==> src/rtl/keypad_scanner.sv <==
// rtl/keypad_scanner.sv - scanned, debounced matrix keypad front-end
//
// Drives one keypad column low at a time, samples the synchronized row lines
// once per column dwell, debounces press and release, and reports key events.
//
// Ports:
//   clk          system clock, rising edge
//   rst_n        asynchronous active-low reset
//   row_n        keypad rows, low = closed key on the driven column (async)
//   col_n        column drive, exactly one bit low
//   key_code     row*COLS + col of the last accepted key
//   key_valid    one-cycle pulse on accepted press
//   key_release  one-cycle pulse on accepted release
//   key_held     high while an accepted key has not been released
//   debug        current state encoding

module keypad_scanner #(
    parameter int ROWS     = 4,
    parameter int COLS     = 4,
    parameter int SCAN_DIV = 16,
    parameter int DEBOUNCE = 4,
    localparam int KW      = $clog2(ROWS * COLS)
) (
    input  logic            clk,
    input  logic            rst_n,
    input  logic [ROWS-1:0] row_n,
    output logic [COLS-1:0] col_n,
    output logic [KW-1:0]   key_code,
    output logic            key_valid,
    output logic            key_release,
    output logic            key_held,
    output logic [1:0]      debug
);

    localparam int RW = $clog2(ROWS);
    localparam int CW = $clog2(COLS);
    localparam int DW = $clog2(SCAN_DIV);

    localparam logic [1:0] S_SCAN    = 2'b00;
    localparam logic [1:0] S_CONFIRM = 2'b01;
    localparam logic [1:0] S_HELD    = 2'b10;

    logic [ROWS-1:0] r_sync1;
    logic [ROWS-1:0] r_sync2;
    logic [DW-1:0]   r_div_cnt;
    logic [CW-1:0]   r_col_idx;
    logic [COLS-1:0] r_col_n;
    logic [1:0]      r_state;
    logic [RW-1:0]   r_cand_row;
    logic [CW-1:0]   r_cand_col;
    logic [3:0]      r_stable_cnt;
    logic [3:0]      r_rel_cnt;
    logic [KW-1:0]   r_key_code;
    logic            r_key_valid;
    logic            r_key_release;
    logic            r_key_held;

    logic            w_sample;
    logic            w_any_low;
    logic [RW-1:0]   w_low_row;
    logic            w_cand_high;
    logic [CW-1:0]   w_col_next;
    logic [COLS-1:0] w_col_n_next;

    assign w_sample     = (r_div_cnt == DW'(SCAN_DIV - 1));
    assign w_any_low    = ~&r_sync2;
    assign w_cand_high  = r_sync2[r_cand_row];
    assign w_col_next   = (r_col_idx == CW'(COLS - 1)) ? '0 : r_col_idx + CW'(1);
    assign w_col_n_next = ~(COLS'(1) << w_col_next);

    // Lowest-indexed low row wins when several keys share the driven column.
    always_comb begin
        w_low_row = '0;
        for (int i = ROWS - 1; i >= 0; i--) begin
            if (!r_sync2[i]) begin
                w_low_row = RW'(i);
            end
        end
    end

    always_ff @(posedge clk or negedge rst_n) begin
        if (!rst_n) begin
            r_sync1       <= '1;
            r_sync2       <= '1;
            r_div_cnt     <= '0;
            r_col_idx     <= '0;
            r_col_n       <= ~(COLS'(1));
            r_state       <= S_SCAN;
            r_cand_row    <= '0;
            r_cand_col    <= '0;
            r_stable_cnt  <= '0;
            r_rel_cnt     <= '0;
            r_key_code    <= '0;
            r_key_valid   <= 1'b0;
            r_key_release <= 1'b0;
            r_key_held    <= 1'b0;
        end else begin
            r_sync1       <= row_n;
            r_sync2       <= r_sync1;
            r_div_cnt     <= w_sample ? '0 : r_div_cnt + DW'(1);
            r_key_valid   <= 1'b0;
            r_key_release <= 1'b0;

            case (r_state)
                S_SCAN: begin
                    if (w_sample) begin
                        if (w_any_low) begin
                            // Column is left in place so the candidate keeps being driven.
                            r_cand_row   <= w_low_row;
                            r_cand_col   <= r_col_idx;
                            r_stable_cnt <= 4'd1;
                            r_state      <= S_CONFIRM;
                        end else begin
                            r_col_idx <= w_col_next;
                            r_col_n   <= w_col_n_next;
                        end
                    end
                end
                S_CONFIRM: begin
                    if (w_sample) begin
                        if (!w_cand_high) begin
                            if (r_stable_cnt == 4'(DEBOUNCE - 1)) begin
                                r_key_code  <= KW'(r_cand_row) * KW'(COLS) + KW'(r_cand_col);
                                r_key_valid <= 1'b1;
                                r_key_held  <= 1'b1;
                                r_rel_cnt   <= '0;
                                r_state     <= S_HELD;
                            end else begin
                                r_stable_cnt <= r_stable_cnt + 4'd1;
                            end
                        end else begin
                            r_state   <= S_SCAN;
                            r_col_idx <= w_col_next;
                            r_col_n   <= w_col_n_next;
                        end
                    end
                end
                S_HELD: begin
                    if (w_sample) begin
                        if (w_cand_high) begin
                            if (r_rel_cnt == 4'(DEBOUNCE - 1)) begin
                                r_key_release <= 1'b1;
                                r_key_held    <= 1'b0;
                                r_rel_cnt     <= '0;
                                r_state       <= S_SCAN;
                                r_col_idx     <= w_col_next;
                                r_col_n       <= w_col_n_next;
                            end else begin
                                r_rel_cnt <= r_rel_cnt + 4'd1;
                            end
                        end else begin
                            // Any bounce back to closed restarts the release run.
                            r_rel_cnt <= '0;
                        end
                    end
                end
                default: begin
                    r_state    <= S_SCAN;
                    r_col_idx  <= '0;
                    r_col_n    <= ~(COLS'(1));
                    r_key_held <= 1'b0;
                end
            endcase
        end
    end

    assign col_n       = r_col_n;
    assign key_code    = r_key_code;
    assign key_valid   = r_key_valid;
    assign key_release = r_key_release;
    assign key_held    = r_key_held;
    assign debug       = r_state;

endmodule
==> config.mk <==
export PLATFORM = sky130hd
export DESIGN_NAME = keypad_scanner
export DESIGN_NICKNAME = d
export VERILOG_FILES = /design/src/rtl/keypad_scanner.sv
export SDC_FILE = /design/constraint.sdc
export NUM_CORES = 1
export LEC_CHECK = 0
export CAP_MARGIN = 30
export CORE_MARGIN = 1
export CORE_UTILIZATION = 45
export DETAILED_ROUTE_END_ITERATION = 8
export GPL_TIMING_DRIVEN = 0
export PLACE_DENSITY = 0.62
export SYNTH_ARGS = -nofsm -noshare
export SYNTH_HDL_FRONTEND = slang
export SYNTH_SLANG_ARGS = --single-unit
export TNS_END_PERCENT = 1
==> constraint.sdc <==
create_clock -name clk -period 2.5 [get_ports clk]
set_clock_uncertainty 0.2 [all_clocks]
set_input_delay 0.5 -clock clk [delete_from_list [all_inputs] [get_ports clk]]
set_output_delay 0.5 -clock clk [all_outputs]
set_load 0.02 [all_outputs]
==> results of run 1 <==
-- how the worst min path moves through the flow --
stage | endpoint | slack, ns | depth (start not counted)
after floorplan | col_n[0] | 0.004 | 0
after global placement | r_sync2[2] | 0.15 | 0
after detailed placement | r_sync2[0] | 0.15 | 0
after CTS | r_stable_cnt[1] | 0.13 | 1
after global routing | r_sync2[3] | 0.16 | 0
final | r_div_cnt[2] | 0.1 | 1
-- power by group through the flow --
| stage | Clock [uW] | Sequential, uW | Combinational [uW] |
|---|---|---|---|
| after CTS | 532 | 721 | 252 |
| after floorplan | 0 | 747 | 144 |
| final | 514 | 720 | 248 |
| after detailed placement | 0 | 733 | 249 |
| after global routing | 554 | 727 | 279 |
| after global placement | 0 | 728 | 244 |
-- area by class of cell --
type                            count  area [sq um]
Fill cell                         332          1590
Inverter                            8          30.0
Tap cell                           48          60.1
Multi-Input combinational cell     98           756
Sequential cell                    39           990
Buffer                              5          26.3
Clock buffer                        5          68.8
Clock inverter                      3          43.8
Timing Repair Buffer               18           175
-- logic make-up after synthesis --
group                      share of synthesized area (%)
AOI/OAI and AO/OA                                   12.4
xor gates and xnor gates                           0.486
adders and majority gates                           5.56
buffers and inverters                               3.12
DFF                                                 54.9
muxes                                               7.99
and+or+nand+nor                                     15.5
-- cell usage after synthesis, types with 4 or more instances --
library cell,count,area [sq um]
inv_1,8,30.0
nand3_1,5,25.0
o21ai_0,8,40.0
ha_1,8,100
mux2_2,8,90.1
dfrtp_1,28,701
nand2_1,12,45.0
a21oi_1,5,25.0
nor3_1,4,20.0
dfstp_2,11,289
nor2_1,6,22.5
clkbuf_1,4,15.0
-- layout by cell type, fill, tap and decap left out, types with 2 or more instances in the layout --
| cell | count |
|---|---|
| nand2_1 | 12 |
| nor2_1 | 6 |
| and3_1 | 2 |
| o211ai_1 | 3 |
| nor3_1 | 4 |
| nor2b_1 | 2 |
| clkdlybuf4s50_1 | 17 |
| a22oi_1 | 2 |
| dfstp_2 | 11 |
| mux2_2 | 8 |
| nor3b_1 | 2 |
| a21oi_1 | 5 |
| or3_1 | 3 |
| dfrtp_1 | 28 |
| ha_1 | 8 |
| or3b_2 | 2 |
| clkbuf_8 | 5 |
| o21ai_0 | 8 |
| a22o_1 | 2 |
| clkbuf_1 | 4 |
| inv_1 | 8 |
| nand3_1 | 5 |
| mux2i_1 | 2 |
-- per-layer routing --
metal  GRT usage (%)  vias to the layer above  routed length [um]
met5               0                        -                   0
met4            9.51                        0                  49
met3            4.69                        6                 103
met2            29.8                       21                1560
met1            20.9                      587                1320
li1                -                      583                   -
-- critical path, delay by kind of cell, from the launching register on --
kind	cells	cell delay [ns]
fa+ha+maj	1	0.24
flops	1	0.39
mux	1	0.37
simple gates	3	0.98
-- state kept, by name (all words and copies together), names as in the netlist, 2 cells and up --
signal,flops
r_rel_cnt,4
debug,2
col_n,4
key_code,4
r_stable_cnt,4
r_sync1,4
r_div_cnt,4
r_cand_col,2
r_cand_row,2
r_col_idx,2
r_sync2,4
-- stage by stage --
step	utilization, %	instances
after floorplan	-	150
after global placement	54.5	216
after detailed placement	54.4	216
after CTS	57.4	224
after global routing	57.4	224
final	57.4	224
==> summary.md, run 1 <==
| Metric | Value |
|---|---|
| Run status | `finished clean` |
| Startpoint Class | `register` |
| Ports | `19` |
| Syn_area_per_cell | `12.0 sq um` |
| Cts hold-fix bufs | `0` |
| Antenna violations before repair | `0` |
| Worst-Skew Late Latency | `0.29 ns` |
| RSZ-0062 raised after global routing | `no` |
| Post-route DRC | `0` |
| Post-CTS resize count | `0` |
| Setup crit end | `key_code[2]` |
| Worst Path Required | `2.48 ns` |
| Crit Reg-Reg Endpoint | `key_code[2]` |
| Clock power share | `34.6%` |
| Critical path startpoint | `r_div_cnt[0]` |
| GP Congestion | `0.699` |
| Die H | `65.3 um` |
| First-pass GRT wire length | `5.64 mm` |
| Switch share | `26.4%` |
| Hold Crit Class | `in -> async` |
| Worst R2R Setup Slack | `0.21 ns` |
| Max FO, Critical Path | `7` |
| Clock Tree Root | `clkbuf_8` |
| Highest Clock Rate | `437 MHz` |
| Final worst-path cycle share | `91.5%` |
| P&R area growth vs syn | `19.3%` |
| VDD IR max | `0.000498 V` |
| Post-Syn Area | `1800 sq um` |
| Post-synthesis sequential area ratio | `54.9%` |
| Die footprint | `4260 sq um` |
| Final ANT Viol Nets | `0` |
| Row count | `22` |
| CTS tree | `yes` |
| CP max-delay cell | `dfrtp_1` |
| Htree depth | `2` |
| GRT Residual Overflow | `0` |
| Die Wd | `65.3 um` |
| R2R depth | `5` |
| CP Data Arrival Time | `2.27 ns` |
| Asr flop ratio synth | `100%` |
| Worst slack, placed | `0.178 ns` |
| Synthesis warning total | `0` |
| Overall Global Routing Usage | `17.9%` |
| Placed cell area | `2040 sq um` |
| Final WS setup | `0.212 ns` |
| Clock Path Buffers | `2` |
| Fraction of layout cells with a size suffix above 1 | `22.7%` |
| Power per cell area | `689 nW/um^2` |
| Final-stage net count | `189` |
| Number of global-route vias before repair | `1258` |
| Post-synth EDFFs | `0` |
| Total power | `1480 uW` |
| # clock sinks | `39` |
| Buffers on Ports | `18` |
| Max_cap viols | `0` |
| Sequential share of power | `48.6%` |
| Largest net degree at the start of global routing | `40` |
| HPWL after DPL | `2.23 mm` |
| Number of post-CTS setup repair buffers | `0` |
| NetSw | `391 uW` |
| Synthesis-stage register bit count | `39` |
| Worst-Margin Slew | `0.830 ns` |
| Final Hold Viols | `0` |
| Relative slew slack | `44.7%` |
| Final setup fails | `0` |
| DRT Wirelength | `3.04 mm` |
| R2R Path Start | `r_div_cnt[0]` |
| Design area | `2150 sq um` |
| Worst setup EP type | `register` |
| Primary FF master, synth | `dfrtp_1` |
| CORE AREA | `3740 sq um` |
| Leakage | `0.000939 uW` |
| DR pass1 iterations | `4` |
| Kind of critical path | `reg -> reg` |
| CP cell instances | `ha_1 -> nand3_1 -> or2_1 -> nor3_4 -> mux2_2` |
| Critical path's largest stage delay | `0.39 ns` |
| Via count | `1197` |
| Worst-path clk slew | `0.08 ns` |
| Setup TNS | `0 ns` |
| P_int | `1090 uW` |
| Vias per cell | `5.34` |
| CTS Buf Count | `5` |
| Syn Inst Count | `150` |
| Wire per inst | `13.6 um` |
| Initial DRC count | `67` |
| Min Tclk post-route | `2.29 ns` |
| Hold_ws | `0.0976 ns` |
| # diodes | `0` |
| Cell variety after synth | `44` |
| Max-slew violations | `0` |
| Comb power frac | `16.8%` |
| Synthesized net count | `164` |
| Initial cell density of the core | `48.1%` |
(Power assumes the default switching activity.)
==> inputs of run 2 (changes only) <==
Settings changed: GPL_ROUTABILITY_DRIVEN set to 0.
==> results of run 2 <==
The final DEF is identical to that of run 1; final timing and power are the same.
==> inputs of run 3 (changes only) <==
Settings changed: GPL_TIMING_DRIVEN 0 to unset.
==> summary.md, run 3 (same netlist as run 1, synthesis figures left out) <==
| Metric | Value |
|---|---|
| P&R area growth vs syn | `20.6%` |
| Overall Global Routing Usage | `18.6%` |
| Htree depth | `2` |
| CP cell instances | `mux4_2 -> a22oi_1 -> o21ai_2 -> mux2_2` |
| CORE AREA | `3740 sq um` |
| Leakage | `0.000962 uW` |
| Post-CTS resize count | `0` |
| Post-route DRC | `0` |
| Highest Clock Rate | `447 MHz` |
| Vias per cell | `5.36` |
| Largest net degree at the start of global routing | `40` |
| P_int | `1120 uW` |
| Initial DRC count | `56` |
| CP max-delay cell | `dfstp_2` |
| Hold Crit Class | `in -> async` |
| Commonest non-fill, non-tap cell in the layout | `dfrtp_1` |
| Final setup fails | `0` |
| HPWL after DPL | `2.40 mm` |
| Final ANT Viol Nets | `0` |
| Buffers on Ports | `18` |
| Core Util, Final | `58.1%` |
| First-pass GRT wire length | `5.78 mm` |
| Number of global-route vias before repair | `1202` |
| Row count | `22` |
| Worst Path Required | `2.47 ns` |
| Cts hold-fix bufs | `0` |
| Filler cells | `329` |
| Wire per inst | `14.9 um` |
| DRT Wirelength | `3.34 mm` |
| Number of post-CTS setup repair buffers | `0` |
| Max FO, Critical Path | `12` |
| Antenna violations before repair | `0` |
| Startpoint Class | `register` |
| Max_cap viols | `0` |
| Worst-path clk slew | `0.08 ns` |
| Final WS setup | `0.261 ns` |
| Worst-Margin Slew | `0.838 ns` |
| Clock power share | `35.7%` |
| Power per cell area | `697 nW/um^2` |
| CTS tree | `yes` |
| Critical path's largest stage delay | `0.56 ns` |
| Initial cell density of the core | `48.1%` |
| NetSw | `396 uW` |
| Switch share | `26.2%` |
| CP Data Arrival Time | `2.21 ns` |
| Worst-Skew Late Latency | `0.29 ns` |
| Clock Tree Root | `clkbuf_8` |
| Fraction of layout cells with a size suffix above 1 | `25.4%` |
| Min Tclk post-route | `2.24 ns` |
| Kind of critical path | `reg -> reg` |
| Relative slew slack | `44.1%` |
| Clock Path Buffers | `2` |
| Via count | `1205` |
| GRT Residual Overflow | `0` |
| Die Wd | `65.3 um` |
| CTS Buf Count | `5` |
| Final worst-path cycle share | `89.6%` |
| RSZ-0062 raised after global routing | `no` |
| R2R depth | `4` |
| Setup TNS | `0 ns` |
| Worst R2R Setup Slack | `0.26 ns` |
| Worst setup EP type | `register` |
| Hold_ws | `0.0947 ns` |
| Most frequent cells in the layout | `dfrtp_1 (28), clkdlybuf4s50_1 (17), nand2_1 (12)` |
| Final-stage net count | `190` |
| Run status | `finished clean` |
| Worst slack, placed | `0.297 ns` |
| # diodes | `0` |
| Die footprint | `4260 sq um` |
| Final Hold Viols | `0` |
| # clock sinks | `39` |
| Die H | `65.3 um` |
| Sequential share of power | `47.8%` |
| Max-slew violations | `0` |
| VDD IR max | `0.000491 V` |
| DR pass1 iterations | `4` |
| Ports | `19` |
| Comb power frac | `16.5%` |
-- run 3: cell types whose count changed in the layout (fill, tap and decap cells not counted), sizes merged --
cell    before  now
buf          2    7
clkbuf       9    6
clkinv       2    1
-- run 3: worst max-delay path: cells and delay by family, from the launching register on --
| family | cells | cell delay [ns] |
|---|---|---|
| AOI/OAI and AO/OA | 2 | 0.50 |
| DFF | 1 | 0.56 |
| muxes | 2 | 0.86 |
-- run 3: power groups by stage --
stage	sequential [uW]	combinational, uW	clock (uW)
final	723	250	541
after global routing	731	276	579
after CTS	724	253	550
after detailed placement	735	252	0
after global placement	732	243	0
after floorplan	747	144	0
-- run 3: layout make-up --
class	instances	area, sq um	share of cell area [%]
clock inverter	2	35.0	1.61
multi-input combinational	98	756	34.8
sequential	39	990	45.5
tap	48	60.1	2.76
timing repair buffer	24	220	10.1
clock buffer	6	82.6	3.80
inverter	8	30.0	1.38
-- run 3: per-stage QoR --
| stage | instances | total power [uW] | area (sq um) |
|---|---|---|---|
| finish | 225 | 1510 | 2170 |
| detailed placement | 217 | 987 | 2060 |
| global placement | 217 | 975 | 2060 |
| floorplan | 150 | 891 | 1800 |
| global route | 225 | 1590 | 2170 |
| CTS | 225 | 1530 | 2170 |
-- run 3: final timing paths --
kind | from | endpoint
max in group asynchronous | rst_n | r_div_cnt[2]
min | rst_n | r_stable_cnt[3]
min reg2reg | r_sync1[2] | r_sync2[2]
max reg2reg | r_sync2[1] | col_n[0]
min in group clk | r_sync1[2] | r_sync2[2]
max | r_sync2[1] | col_n[0]
-- run 3: routing by layer --
metal	wire length [um]	GRT usage [%]	vias up
li1	-	-	591
met1	1560	24.7	580
met2	1590	28.5	27
met3	128	5.56	7
met4	65	7.34	0
met5	0	0	-
